File: config.mk
export PLATFORM = sky130hd
export DESIGN_NAME = gdo_neuron_sequencer
export DESIGN_NICKNAME = d
export VERILOG_FILES = /design/src/rtl/gdo_pkg.sv /design/src/rtl/gdo_neuron_sequencer_mac.sv /design/src/rtl/gdo_neuron_sequencer.sv
export SDC_FILE = /design/constraint.sdc
export NUM_CORES = 1
export LEC_CHECK = 0
export ABC_CLOCK_PERIOD_IN_PS = 12600
export BUFFER_PORTS_ARGS = -buffer_cell sky130_fd_sc_hd__buf_2
export CAP_MARGIN = 5
export CELL_PAD_IN_SITES_DETAIL_PLACEMENT = 1
export CELL_PAD_IN_SITES_GLOBAL_PLACEMENT = 2
export CORE_UTILIZATION = 40
export CTS_BUF_LIST = sky130_fd_sc_hd__clkbuf_2 sky130_fd_sc_hd__clkbuf_4 sky130_fd_sc_hd__clkbuf_8
export DETAILED_ROUTE_END_ITERATION = 8
export GPL_ROUTABILITY_DRIVEN = 0
export PLACE_DENSITY_LB_ADDON = 0.1
export RECOVER_POWER = 25
export SLEW_MARGIN = 10
export SYNTH_ARGS = -nofsm -noshare
export SYNTH_HDL_FRONTEND = slang
export SYNTH_SLANG_ARGS = --single-unit
File: constraint.sdc
create_clock -name clk -period 12.6 [get_ports clk]
set_input_delay 2.52 -clock clk [delete_from_list [all_inputs] [get_ports clk]]
set_output_delay 2.52 -clock clk [all_outputs]
set_load 0.02 [all_outputs]
File: src/rtl/gdo_pkg.sv
// Shared gdo fixed-point types and operators (signed Q8.8, 17-bit data, 24-bit accumulator).
package gdo_pkg;

  localparam int GDO_DW   = 17;
  localparam int GDO_AW   = 24;
  localparam int GDO_FRAC = 8;

  typedef logic signed [GDO_DW-1:0] gdo_data_t;
  typedef logic signed [GDO_AW-1:0] gdo_acc_t;

  typedef enum logic [1:0] {
    GDO_ACT_ID   = 2'd0,
    GDO_ACT_SIG  = 2'd1,
    GDO_ACT_TANH = 2'd2,
    GDO_ACT_BIN  = 2'd3
  } gdo_act_e;

  localparam gdo_data_t GDO_ONE     = 17'sd256;
  localparam gdo_data_t GDO_NEG_ONE = -17'sd256;
  localparam gdo_data_t GDO_DMAX    = gdo_data_t'({1'b0, {(GDO_DW-1){1'b1}}});
  localparam gdo_data_t GDO_DMIN    = gdo_data_t'({1'b1, {(GDO_DW-1){1'b0}}});

  // Sign-extend a data word into accumulator width.
  function automatic gdo_acc_t gdo_sext(gdo_data_t d);
    return gdo_acc_t'({{(GDO_AW-GDO_DW){d[GDO_DW-1]}}, d});
  endfunction

  // Q8.8 multiply; the product is floored to Q8.8 and clamped to the data range.
  function automatic gdo_data_t gdo_mult(gdo_data_t a, gdo_data_t b);
    logic signed [2*GDO_DW-1:0] p;
    logic [GDO_DW-GDO_FRAC:0]   hi;
    p  = $signed({{GDO_DW{a[GDO_DW-1]}}, a}) * $signed({{GDO_DW{b[GDO_DW-1]}}, b});
    hi = p[2*GDO_DW-1:GDO_DW+GDO_FRAC-1];
    if (&hi || ~|hi) return gdo_data_t'(p[GDO_DW+GDO_FRAC-1:GDO_FRAC]);
    else if (p[2*GDO_DW-1]) return GDO_DMIN;
    else return GDO_DMAX;
  endfunction

  // Clamp an accumulator value into the data range.
  function automatic gdo_data_t gdo_sat(gdo_acc_t acc);
    logic [GDO_AW-GDO_DW:0] hi;
    hi = acc[GDO_AW-1:GDO_DW-1];
    if (&hi || ~|hi) return gdo_data_t'(acc[GDO_DW-1:0]);
    else if (acc[GDO_AW-1]) return GDO_DMIN;
    else return GDO_DMAX;
  endfunction

  // Hard sigmoid: x/4 + 0.5, clamped to [0, 1].
  function automatic gdo_data_t gdo_sigmoid(gdo_data_t x);
    gdo_data_t t;
    t = (x >>> 2) + 17'sd128;
    if (t[GDO_DW-1]) return '0;
    else if (t > GDO_ONE) return GDO_ONE;
    else return t;
  endfunction

  // Hard tanh: x clamped to [-1, 1].
  function automatic gdo_data_t gdo_tanh(gdo_data_t x);
    if (x > GDO_ONE) return GDO_ONE;
    else if (x < GDO_NEG_ONE) return GDO_NEG_ONE;
    else return x;
  endfunction

  // Step: 1.0 for x >= 0, else 0.
  function automatic gdo_data_t gdo_binary(gdo_data_t x);
    return x[GDO_DW-1] ? '0 : GDO_ONE;
  endfunction

  function automatic gdo_data_t gdo_apply_act(gdo_act_e act, gdo_data_t x);
    case (act)
      GDO_ACT_SIG:  return gdo_sigmoid(x);
      GDO_ACT_TANH: return gdo_tanh(x);
      GDO_ACT_BIN:  return gdo_binary(x);
      default:      return x;
    endcase
  endfunction

endpackage

File: src/rtl/gdo_neuron_sequencer_mac.sv
// Registered saturating accumulator shared by the product and bias phases.
module gdo_mac_unit
  import gdo_pkg::*;
(
  input  logic                     clk,
  input  logic                     rst,
  input  logic                     clr,
  input  logic                     en,
  input  logic signed [GDO_AW-1:0] addend,
  output logic signed [GDO_AW-1:0] acc
);

  localparam gdo_acc_t ACC_MAX = gdo_acc_t'({1'b0, {(GDO_AW-1){1'b1}}});
  localparam gdo_acc_t ACC_MIN = gdo_acc_t'({1'b1, {(GDO_AW-1){1'b0}}});

  gdo_acc_t        acc_q, acc_d;
  logic [GDO_AW:0] sum;

  // Next accumulator: clear wins over add; add clamps instead of wrapping.
  always_comb begin
    sum   = {acc_q[GDO_AW-1], acc_q} + {addend[GDO_AW-1], addend};
    acc_d = acc_q;
    if (clr) begin
      acc_d = '0;
    end else if (en) begin
      if (sum[GDO_AW] != sum[GDO_AW-1]) acc_d = sum[GDO_AW] ? ACC_MIN : ACC_MAX;
      else acc_d = gdo_acc_t'(sum[GDO_AW-1:0]);
    end
  end

  // Accumulator register with synchronous reset.
  always_ff @(posedge clk) begin
    if (rst) acc_q <= '0;
    else     acc_q <= acc_d;
  end

  assign acc = acc_q;

endmodule

File: src/rtl/gdo_neuron_sequencer.sv
// Single-neuron sequencer: y = act(sum(x*w) + bias), one MAC operation per cycle.
//
// state | meaning
// IDLE  | waiting for a job descriptor (job_ready)
// ACCUM | accepting x/w pairs, one product accumulated per accepted pair
// BIAS  | adding the latched bias to the accumulator
// ACT   | saturating to data width, applying activation, raising out_valid
// DONE  | holding the result until the consumer takes it
//
// The datapath is built on the gdo_pkg widths; DW/AW must stay at their defaults.
module gdo_neuron_sequencer
  import gdo_pkg::*;
#(
  parameter int DW    = GDO_DW,
  parameter int AW    = GDO_AW,
  parameter int MAX_N = 255
) (
  input  logic                            clk,
  input  logic                            rst,
  input  logic                            job_valid,
  output logic                            job_ready,
  input  logic [$clog2(MAX_N+1)-1:0]      job_len,
  input  logic [1:0]                      job_act,
  input  logic signed [DW-1:0]            job_bias,
  input  logic                            in_valid,
  output logic                            in_ready,
  input  logic signed [DW-1:0]            in_x,
  input  logic signed [DW-1:0]            in_w,
  output logic                            out_valid,
  input  logic                            out_ready,
  output logic signed [DW-1:0]            out_data,
  output logic                            busy
);

  localparam int LW = $clog2(MAX_N + 1);

  typedef enum logic [2:0] {
    S_IDLE  = 3'd0,
    S_ACCUM = 3'd1,
    S_BIAS  = 3'd2,
    S_ACT   = 3'd3,
    S_DONE  = 3'd4
  } state_e;

  state_e          state_q, state_d;
  logic [LW-1:0]   len_q, len_d;
  logic [LW-1:0]   count_q, count_d;
  gdo_act_e        act_q, act_d;
  gdo_data_t       bias_q, bias_d;
  logic            out_valid_q, out_valid_d;
  gdo_data_t       out_data_q, out_data_d;

  logic            job_fire, in_fire, out_fire;
  logic            mac_clr, mac_en;
  logic signed [AW-1:0] mac_addend, acc;

  // Ready/busy are pure decodes of the state register, so no input reaches them.
  assign job_ready = (state_q == S_IDLE);
  assign in_ready  = (state_q == S_ACCUM);
  assign busy      = (state_q != S_IDLE);
  assign out_valid = out_valid_q;
  assign out_data  = out_data_q;

  assign job_fire = job_valid && job_ready;
  assign in_fire  = in_valid && in_ready;
  assign out_fire = out_valid_q && out_ready;

  assign mac_clr = job_fire;
  assign mac_en  = in_fire || (state_q == S_BIAS);

  // Addend mux: bias during BIAS, otherwise the current pair's product.
  always_comb begin
    mac_addend = (state_q == S_BIAS) ? gdo_sext(bias_q) : gdo_sext(gdo_mult(in_x, in_w));
  end

  gdo_mac_unit u_mac (
    .clk    (clk),
    .rst    (rst),
    .clr    (mac_clr),
    .en     (mac_en),
    .addend (mac_addend),
    .acc    (acc)
  );

  // Next-state and job/result register updates.
  always_comb begin
    state_d     = state_q;
    len_d       = len_q;
    count_d     = count_q;
    act_d       = act_q;
    bias_d      = bias_q;
    out_valid_d = out_valid_q;
    out_data_d  = out_data_q;
    case (state_q)
      S_IDLE: begin
        if (job_fire) begin
          len_d   = job_len;
          act_d   = gdo_act_e'(job_act);
          bias_d  = job_bias;
          count_d = '0;
          state_d = (job_len != '0) ? S_ACCUM : S_BIAS;
        end
      end
      S_ACCUM: begin
        if (in_fire) begin
          count_d = count_q + LW'(1);
          if (count_q == len_q - LW'(1)) state_d = S_BIAS;
        end
      end
      S_BIAS: begin
        state_d = S_ACT;
      end
      S_ACT: begin
        out_data_d  = gdo_apply_act(act_q, gdo_sat(acc));
        out_valid_d = 1'b1;
        state_d     = S_DONE;
      end
      S_DONE: begin
        if (out_fire) begin
          out_valid_d = 1'b0;
          state_d     = S_IDLE;
        end
      end
      default: begin
        state_d = S_IDLE;
      end
    endcase
  end

  // State and job registers with synchronous reset.
  always_ff @(posedge clk) begin
    if (rst) begin
      state_q     <= S_IDLE;
      len_q       <= '0;
      count_q     <= '0;
      act_q       <= GDO_ACT_ID;
      bias_q      <= '0;
      out_valid_q <= 1'b0;
      out_data_q  <= '0;
    end else begin
      state_q     <= state_d;
      len_q       <= len_d;
      count_q     <= count_d;
      act_q       <= act_d;
      bias_q      <= bias_d;
      out_valid_q <= out_valid_d;
      out_data_q  <= out_data_d;
    end
  end

endmodule

==> results.sh <==
export IMPL_worst_pin_slew_ps=2460
export IMPL_ys_seq_area_share_pct=9.94
export IMPL_cts_buffer_depth=2
export IMPL_grt_pass1_wl_um=75800
export IMPL_antenna_found_initial=0
export IMPL_synth_top_area_share_pct=36.8
export IMPL_synthArstFlopShare_pct=0
export IMPL_status="finished, violations left"
export IMPL_min_period_over_period_pct=95.5
export IMPL_cpMaxStageDelayCell="fa_1"
export IMPL_ys_seq_elements=80
export IMPL_final_max_slew_viol_count=52
export IMPL_port_buffers=86
export IMPL_hold_viol_final=0
export IMPL_initial_core_util_pct=40.6
export IMPL_path_clk_slew_ps=80
export IMPL_rows=73
export IMPL_diodes=0
export IMPL_dp_hpwl_um=38500
export IMPL_cp_arrival_ps=12320
export IMPL_crit_buf_inv=8
export IMPL_ant_nets=0
export IMPL_boundaryPins=87
export IMPL_crit_type="in -> reg"
export IMPL_clock_skew_ps=11.1
export IMPL_synth_top_area_cell="fa_1"
export IMPL_drc=0
export IMPL_ys_flop_type="dfxtp_1"
export IMPL_rsz0062_at_grt="false"
export IMPL_cts_made_buffers=9
export IMPL_drive_gt1_share_pct=7.59
export IMPL_cap_viol_max_count=1
export IMPL_area_delta_synth_final_pct=7.14
export IMPL_yosysMostFrequentCell="inv_1"
export IMPL_yosysWarnings=0
export IMPL_endpoint_kind="flip-flop"
export IMPL_critPathTopFamily="adder cells"
export IMPL_netlist_cell_type_count=81
export IMPL_worstHoldPathType="reg -> reg"
export IMPL_crit_fanout=21
export IMPL_cp_required_ps=12890
export IMPL_synthTopCellsByCount="329 x inv_1, 296 x fa_1, 259 x nand2_1, 153 x and2_1, 110 x ha_1"
export IMPL_max_slew_margin_pct=-63.9
export IMPL_violations="max-capacitance violations, max-slew violations"
export IMPL_setup_tns_ps=0
export IMPL_initialDrtViolationCount=437
export IMPL_cts_tree="yes"
export IMPL_synth_area_um2=16100
export IMPL_clk_latency_ps=370
export IMPL_start_kind="input port"
export IMPL_clock_fmax_ghz=0.0831
export IMPL_max_stage_delay_ps=540
export IMPL_firstDrtPassIters=4
export IMPL_crit_top_cell="fa_1"
export IMPL_finalCriticalPeriod_ps=12030
export IMPL_avgRoutedWirePerCell_um=18.7
export IMPL_root_buffer="clkbuf_8"
export IMPL_final_setup_viol_count=0
export IMPL_via_count=12700
export IMPL_die_w_um=203
export IMPL_fillers=4776
export IMPL_synth_area_leaders="fa_1 37%, dfxtp_1 9.9%, ha_1 8.5%"
export IMPL_die_height_um=203
export IMPL_clock_sinks=80
export IMPL_regToRegSetupSlack_ps=7860
export IMPL_syn_inst=1876
export IMPL_grt_max_degree=52
export IMPL_finalNetCount=2392
export IMPL_via_per_inst=5.20
export IMPL_grtUsageTotal_pct=23.2
export IMPL_core_region_area_um2=39700
export IMPL_postRouteWirelength_um=45800
export IMPL_synth_nets=2348
export IMPL_globalRouteOverflowTotal=0
export IMPL_first_global_vias=14200
export IMPL_htree_levels=3
export IMPL_synth_edf_count=0
export IMPL_synth_area_per_cell_um2=8.59
export IMPL_die_area_um2=41100
-- layout by cell type (no fill, tap or decap), drive strengths merged, types with 6 or more instances in the layout --
cell type / count
inv: 330
fa: 296
nand2: 259
and2: 153
ha: 110
buf: 108
a21oi: 87
dfxtp: 80
nor2: 78
xnor2: 47
o21ai: 35
xor2: 27
nand3: 27
a21o: 25
o211ai: 22
a31oi: 21
a211oi: 17
o22ai: 16
nand2b: 15
nor3: 15
nand4: 13
and3: 13
clkbuf: 12
nor2b: 9
nor4: 9
o21bai: 7
o21a: 7
a22oi: 7
or3: 7
a211o: 6
-- per-layer routing --
layer | vias up | global-route usage, % | share of wire (%)
met5 | - | 0 | 0
li1 | 6033 | - | -
met2 | 138 | 41.5 | 50
met3 | 36 | 1.24 | 1.6
met4 | 0 | 5.64 | 1.9
met1 | 6520 | 30.7 | 46
-- cells by family (layout without fill, tap and decap cells) --
logic type | Yosys count | in the layout | share of synthesized area [%]
adders and majority gates | 406 | 406 | 45.3
DFF | 80 | 80 | 9.94
xor gates and xnor gates | 74 | 74 | 4.07
buffers and inverters | 406 | 454 | 9.53
AOI/OAI and AO/OA | 292 | 292 | 12.3
and+or+nand+nor | 617 | 617 | 18.8
muxes | 1 | 1 | 0.0621
-- registers in the layout, summed over array words and instances (netlist names) --
register,count
count_q,8
state_q,3
u_mac.acc,24
out_valid,1
bias_q,17
len_q,8
out_data,17
act_q,2
-- final cells by class --
class                   instances  area [um2]  area share (%)
multi-input cells            1390       13000            75.2
flip-flops and latches         80        1600            9.28
inverters                     330        1240            7.17
well taps                     525         657            3.80
repair buffers                109         599            3.47
clock buffers                  11         145           0.841
clock inverters                 4        45.0           0.261
-- worst paths after layout --
kind | start | endpoint | depth (start not counted)
hold / removal | out_data[14]$_SDFFE_PP0P_ | out_data[14]$_SDFFE_PP0P_ | 2
setup reg to reg | state_q[2]$_SDFFE_PP0P_ | u_mac.acc[8]$_SDFFE_PP0P_ | 19
hold reg to reg | out_data[14]$_SDFFE_PP0P_ | out_data[14]$_SDFFE_PP0P_ | 2
setup / recovery | in_x[6] | u_mac.acc[8]$_SDFFE_PP0P_ | 36
-- per-stage QoR --
| stage | std cells | setup WS (ps) | util [%] | cell area (um2) | hold WS [ps] |
|---|---|---|---|---|---|
| floorplan | 1876 | 752 | - | 16100 | 436 |
| global placement | 2432 | 328 | 42.9 | 17100 | 436 |
| detailed placement | 2432 | 115 | 42.9 | 17100 | 445 |
| CTS | 2447 | 493 | 43.4 | 17300 | 456 |
| global route | 2449 | 11.5 | 43.5 | 17300 | 488 |
| finish | 2449 | 569 | 43.5 | 17300 | 453 |
-- what timing repair did --
item / 4_1_cts / 5_1_grt
endpoints found under the setup margin: 0 / 23
buffers inserted: 0 / 2
gates resized for setup: 0 / 0
hold buffers: 0 / 0
-- tightest hold or removal path, cell delays in order, from the launching register on --
cell and delay, ps:
dfxtp_1 310, nand2_1 50, a21oi_1 50
Power is left out: the tool's default activity adds up to more than one toggle a clock period on the data nets, which glitch-free logic cannot reach.
